### config.mk
export PLATFORM = sky130hd
export DESIGN_NAME = dac_xy_sequencer
export DESIGN_NICKNAME = d
export VERILOG_FILES = /design/src/rtl/dac_xy_sequencer.sv
export SDC_FILE = /design/constraint.sdc
export NUM_CORES = 1
export LEC_CHECK = 0
export ABC_CLOCK_PERIOD_IN_PS = 4550
export BUFFER_PORTS_ARGS = -buffer_cell sky130_fd_sc_hd__buf_2
export CORE_ASPECT_RATIO = 1.1
export CORE_MARGIN = 8
export CORE_UTILIZATION = 62
export CTS_CLUSTER_DIAMETER = 80
export DETAILED_ROUTE_END_ITERATION = 6
export GPL_ROUTABILITY_DRIVEN = 1
export GPL_TIMING_DRIVEN = 0
export HOLD_SLACK_MARGIN = 0.03
export PLACE_DENSITY = 0.83
export SYNTH_ARGS = -nofsm -noshare
export SYNTH_HDL_FRONTEND = slang
export SYNTH_SLANG_ARGS = --single-unit
### constraint.sdc
create_clock -name clk -period 4.55 [get_ports clk]
set_input_delay 0.91 -clock clk [delete_from_list [all_inputs] [get_ports clk]]
set_output_delay 0.91 -clock clk [all_outputs]
set_load 0.05 [all_outputs]
### src/rtl/dac_xy_sequencer.sv
// Point FIFO feeding a dual-channel DAC as atomic x/y pairs.
// One guard cycle after each strobe keeps strobes one per ready window.
module dac_xy_sequencer #(
    parameter int DEPTH = 4,
    parameter int CW    = 3
) (
    input  logic          clk,
    input  logic          reset,
    input  logic          pt_strobe,
    input  logic [11:0]   pt_x,
    input  logic [11:0]   pt_y,
    output logic          pt_ready,
    output logic [11:0]   dac_value,
    output logic          dac_axis,
    output logic          dac_strobe,
    input  logic          dac_ready,
    output logic [CW-1:0] fifo_count,
    output logic          overflow,
    output logic [15:0]   pairs_sent
);

    localparam int AW = (DEPTH > 1) ? $clog2(DEPTH) : 1;
    localparam logic [CW-1:0] FULL = CW'(DEPTH);

    typedef enum logic [2:0] {
        S_IDLE,
        S_X_WAIT,
        S_X_GUARD,
        S_Y_WAIT,
        S_Y_GUARD
    } state_t;

    state_t        r_state;
    state_t        w_next;

    logic [23:0]   r_mem [DEPTH];
    logic [AW-1:0] r_wr_ptr;
    logic [AW-1:0] r_rd_ptr;
    logic [CW-1:0] r_count;
    logic [11:0]   r_x_hold;
    logic [11:0]   r_y_hold;
    logic [11:0]   r_value;
    logic          r_axis;
    logic          r_strobe;
    logic          r_overflow;
    logic [15:0]   r_pairs;

    logic          w_full;
    logic          w_nonempty;
    logic          w_push;
    logic          w_drop;
    logic          w_pop;
    logic          w_load_x;
    logic          w_load_y;
    logic          w_pair_done;
    logic [23:0]   w_head;

    assign w_full     = (r_count == FULL);
    assign w_nonempty = (r_count != '0);
    assign w_push     = pt_strobe && !w_full;
    assign w_drop     = pt_strobe && w_full;
    assign w_head     = r_mem[r_rd_ptr];

    assign pt_ready   = !w_full && !reset;
    assign dac_value  = r_value;
    assign dac_axis   = r_axis;
    assign dac_strobe = r_strobe;
    assign fifo_count = r_count;
    assign overflow   = r_overflow;
    assign pairs_sent = r_pairs;

    always_comb begin
        w_next      = r_state;
        w_pop       = 1'b0;
        w_load_x    = 1'b0;
        w_load_y    = 1'b0;
        w_pair_done = 1'b0;
        case (r_state)
            S_IDLE: begin
                if (w_nonempty) begin
                    w_pop  = 1'b1;
                    w_next = S_X_WAIT;
                end
            end
            S_X_WAIT: begin
                if (dac_ready) begin
                    w_load_x = 1'b1;
                    w_next   = S_X_GUARD;
                end
            end
            // DAC ready is deliberately ignored while the strobe is high
            S_X_GUARD: begin
                w_next = S_Y_WAIT;
            end
            S_Y_WAIT: begin
                if (dac_ready) begin
                    w_load_y = 1'b1;
                    w_next   = S_Y_GUARD;
                end
            end
            S_Y_GUARD: begin
                w_pair_done = 1'b1;
                if (w_nonempty) begin
                    w_pop  = 1'b1;
                    w_next = S_X_WAIT;
                end else begin
                    w_next = S_IDLE;
                end
            end
            default: begin
                w_next = S_IDLE;
            end
        endcase
    end

    always_ff @(posedge clk) begin
        if (w_push) begin
            r_mem[r_wr_ptr] <= {pt_x, pt_y};
        end
    end

    always_ff @(posedge clk) begin
        if (reset) begin
            r_state    <= S_IDLE;
            r_wr_ptr   <= '0;
            r_rd_ptr   <= '0;
            r_count    <= '0;
            r_x_hold   <= '0;
            r_y_hold   <= '0;
            r_value    <= '0;
            r_axis     <= 1'b0;
            r_strobe   <= 1'b0;
            r_overflow <= 1'b0;
            r_pairs    <= '0;
        end else begin
            r_state  <= w_next;
            r_strobe <= w_load_x || w_load_y;

            if (w_push) begin
                r_wr_ptr <= r_wr_ptr + AW'(1);
            end
            if (w_pop) begin
                r_rd_ptr <= r_rd_ptr + AW'(1);
                r_x_hold <= w_head[23:12];
                r_y_hold <= w_head[11:0];
            end

            if (w_push && !w_pop) begin
                r_count <= r_count + CW'(1);
            end else if (w_pop && !w_push) begin
                r_count <= r_count - CW'(1);
            end

            if (w_load_x) begin
                r_value <= r_x_hold;
                r_axis  <= 1'b0;
            end else if (w_load_y) begin
                r_value <= r_y_hold;
                r_axis  <= 1'b1;
            end

            if (w_drop) begin
                r_overflow <= 1'b1;
            end
            if (w_pair_done) begin
                r_pairs <= r_pairs + 16'd1;
            end
        end
    end

endmodule

---- Yosys cells after proc, flatten, opt, wreduce, memory -nomap -nowiden ----
Memory sizes are Yosys's and may differ from the RTL's. A register that Yosys moved wholly into a read port is not among the register bits.
Cells that the tools add are included.
operators by class
  add/subtract/negate cells ............... 5
  eq/ne operators ......................... 8
  mux-type cells .......................... 17
  reductions and logical operators ........ 17
operators by type and width
  operator                                                            number
  12-bit two-way mux                                                  2
  16-bit by 1-bit adder with 16-bit output, second input constant     1
  3-bit two-way mux                                                   5
  3-bit one-hot mux with 5 select lines                               1
  1-bit two-way mux                                                   9
  3-bit by 2-bit == test with 1-bit output, second input constant     2
  3-bit == test, second input constant                                2
  2-bit inequality test, second input constant                        3
  1-bit logical AND                                                   5
  2-bit by 1-bit adder with 2-bit output, second input constant       2
  1-bit zero test                                                     4
  2-bit nonzero test                                                  2
  2-bit OR reduction                                                  2
  3-bit by 1-bit adder with 3-bit output, second input constant       1
  3-bit by 1-bit == test with 1-bit output, second input constant     1
  3-bit zero test                                                     1
  3-bit AND reduction                                                 1
  3-bit nonzero test                                                  1
  3-bit by 1-bit subtractor with 3-bit output, second input constant  1
  1-bit logical OR                                                    1
word-level totals
  register bits ........................... 41
  memory bits (writable) .................. 96
  output and inout port bits .............. 35
  word-level logic and storage cells ...... 57
  memories ................................ 1
memory list
  name   words  bits a word  read ports  clocked after Yosys merged registers in  wr ports  line  RTL
  r_mem  4      24           1           1                                        1         36    logic [23:0] r_mem [DEPTH];

---- Logic depth before layout (Yosys ltp) ----
  depth after elaboration ................. 7
  gate-level depth with buffers ........... 12

---- Worst setup path before layout ----
OpenSTA, ideal clock, no wires.
  path kind ............................... input port to output port
  from .................................... input reset
  to ...................................... output pt_ready
  data arrival time ....................... 1.970 ns
  data required time ...................... 3.640 ns
  slack ................................... 1.670 ns
  stages on the path ...................... 3
  buffers on the path ..................... 2
  path through ............................ clkbuf_1 clkbuf_1 nor2_1
on the way
  longest elaborated chain between the ends .. 2
ends and longest elaborated chain
  what               line  RTL
  start, declared    8     input logic reset,
  1-bit zero test    64    assign pt_ready = !w_full && !reset;
  1-bit logical AND  64
  end, declared      12    output logic pt_ready,
No other way between the ends.

---- Worst setup path after layout ----
Same ends and word-level chain as after synthesis.

==> impl_metrics.toml <==
[logic_synthesis]
ys_ff_latch = 161
netlist_top_cells_count = "edfxtp_1, dfxtp_1, nand2_1"
syn-mean-instance-area_um2 = 14.4
ys_seq_area_share_pct = 68.2
synthArstFlopShare_pct = 0
synth_top_area_share_pct = 47.0
ys_types = 39
yosysMostFrequentCell = "edfxtp_1"
synthFlopType = "edfxtp_1"
yosys-top-cells-area = "edfxtp_1, dfxtp_1, mux4_2, nand2_1, a21oi_1"
synth_edf_count = 96
synth_area_mm2 = 0.00613
ys_warn_count = 0
synth_area_leader_cell = "edfxtp_1"
synth_fp_nets = 460
synthCells = 425

[global_route]
grt_pass1_vias = 3756
grt_overflow = 0
grt_max_degree = 25
grt_pass1_wl_mm = 19.3
grt_antenna_before_repair = 0
track_usage_pct = 18.7

[die]
die-area_mm2 = 0.0133
start_util_pct = 62.9
row_count = 38
die_x_um = 111
num_io_pins = 63
core_mm2 = 0.00975
fp.dieH_um = 120

[clock_tree]
clk-insertion-delay-late_ns = 0.53
cts_hold_buf = 0
cts.sinks = 161
cts_tree = "built"
cts_buffer_depth = 2
post_cts_resized = 0
cts_max_level = 4
cts_setup_buffers = 0
cts_buffers = 17
clkTransAtPathRegs_ns = 0.06
clockRootBuffer = "clkbuf_8"

[critical_path]
critPathArrivalTime_ns = 2.14
rr_worst_depth = 10
slowest_stage = "clkbuf_1"
critPathTopFamily = "buffers and inverters"
cp_num_cells = 5
cp_slowest_stage_delay_ns = 0.45
cp.required_ns = 3.64
crit_fanout = 10
worst-path-buf-inv = 4
cp-end-kind = "output port"
worstReg2RegEnd = "fifo_count[2]"
ff2ff_setup_slack_ns = 1.97
worst-setup-path-type = "in -> out"
r2r_start = "fifo_count[0]"
worstSetupStartpointType = "input port"
path_cells = "buf_2 -> clkbuf_1 -> clkbuf_1 -> nor2_1 -> buf_2"

[placement]
place.gp.congestion = 0.754
dpl.hpwl_mm = 7.85
port_buffers = 62

[sta]
final_max_slew_viol_count = 0
min_period_over_period_pct = 67.0
hold_violations = 0
relSlewSlack_pct = 10.9
fmax_mhz = 328
tightest_slew_ns = 1.34
post-route-min-period_ns = 3.05
rsz0062_at_grt = "no"
setup_viol = 0
fin_worst_skew_ns = 0.00494
finalSetupTns_ns = 0

[final_layout]
drive_above_1_share_pct = 26.2
num-nets-final = 541
syn2layout_area_growth_pct = 15.9
antenna-diode-count = 0
num-fill-cells = 633

[hold_path]
whs_path_depth = 2
hp-start = "r_y_hold[2]"
hold_path.class = "reg -> reg"
worstHoldEndpoint = "r_y_hold[2]"

[routing]
vias = 3714
dr.pass1.iters = 5
ant_nets = 0
drc = 0
drt_wl_total_mm = 12.0
wire_per_inst_um = 18.7
vias_per_cell = 5.81
drt_iter0_markers = 246

[power_and_ir_drop]
vdd_drop_max_v = 0.000377
power_w = 0.00420
p_leak_nw = 2.58
power.density_mw_per_mm2 = 591

[run]
cap_violations = 0

[status]
outcome = "finished, final reports clean"
==> report_power, final <==
group / total (W) / internal [W] / switching [W]
Combinational: 0.00107 / 0.000395 / 0.000673
Clock: 0.00124 / 0.000696 / 0.000540
Sequential: 0.00190 / 0.00178 / 0.000115
==> how the worst max path moves through the flow <==
stage	slack, ns	startpoint	end
3_5_place_dp	1.57	reset	pt_ready
6_report	1.50	reset	pt_ready
2_1_floorplan	1.67	reset	pt_ready
3_3_place_gp	1.54	reset	pt_ready
5_1_grt	1.47	reset	pt_ready
4_1_cts	1.54	reset	pt_ready
==> stage by stage <==
stage               instances  hold WS [ns]  worst slack (ns)  area (um^2)  utilization [%]
floorplan                 425         0.436              1.67         6130                -
global placement          607         0.443              1.54         6600             67.7
detailed placement        607         0.449              1.57         6600             67.7
CTS                       639         0.455              1.54         7110             72.9
global route              639         0.475              1.47         7110             73.0
finish                    639         0.456              1.50         7110             73.0
==> cells in the final DEF, fill, tap and decap left out, types with 15 or more instances in the layout <==
cell       instances
dfxtp_1           65
nand2_1           53
a21oi_1           34
mux2i_1           15
edfxtp_1          96
buf_2             71
nor2_1            32
mux4_2            24
clkbuf_16         16
==> state kept, by name (all words and copies together) (netlist names) <==
register / flops
dac_axis: 1
fifo_count: 3
pairs_sent: 16
dac_strobe: 1
overflow: 1
r_mem: 96
dac_value: 12
r_y_hold: 12
r_state: 3
r_x_hold: 12
r_rd_ptr: 2
r_wr_ptr: 2
==> layout make-up <==
| type | instances | area (um^2) | share of cell area [%] |
|---|---|---|---|
| flip-flops and latches | 161 | 4180 | 58.8 |
| multi-input cells | 235 | 1810 | 25.5 |
| clock buffers | 22 | 453 | 6.37 |
| repair buffers | 62 | 310 | 4.36 |
| well taps | 120 | 150 | 2.11 |
| plain buffers | 24 | 120 | 1.69 |
| clock inverters | 10 | 61.3 | 0.862 |
| inverters | 5 | 18.8 | 0.264 |
==> cell families after synthesis <==
group                      synth area share, %
adders and majority gates                 1.55
and+or+nand+nor                           9.24
buffers and inverters                     2.26
muxes                                     11.3
DFF                                       68.2
xor gates and xnor gates                  2.14
AOI/OAI and AO/OA                         5.34
==> metal layers <==
layer	vias to the layer above	track usage, %	routed length [um]
met1	1817	21.4	4920
met3	26	5.55	731
met4	0	9.38	278
li1	1734	-	-
met5	-	0	0
met2	137	31.4	6050
==> worst min-delay path, stage by stage, from the launching register on <==
cell and delay [ns]:
dfxtp_1 0.31, nand2_1 0.05, a21oi_1 0.05
Note: power is estimated with default switching activity, not from simulation.
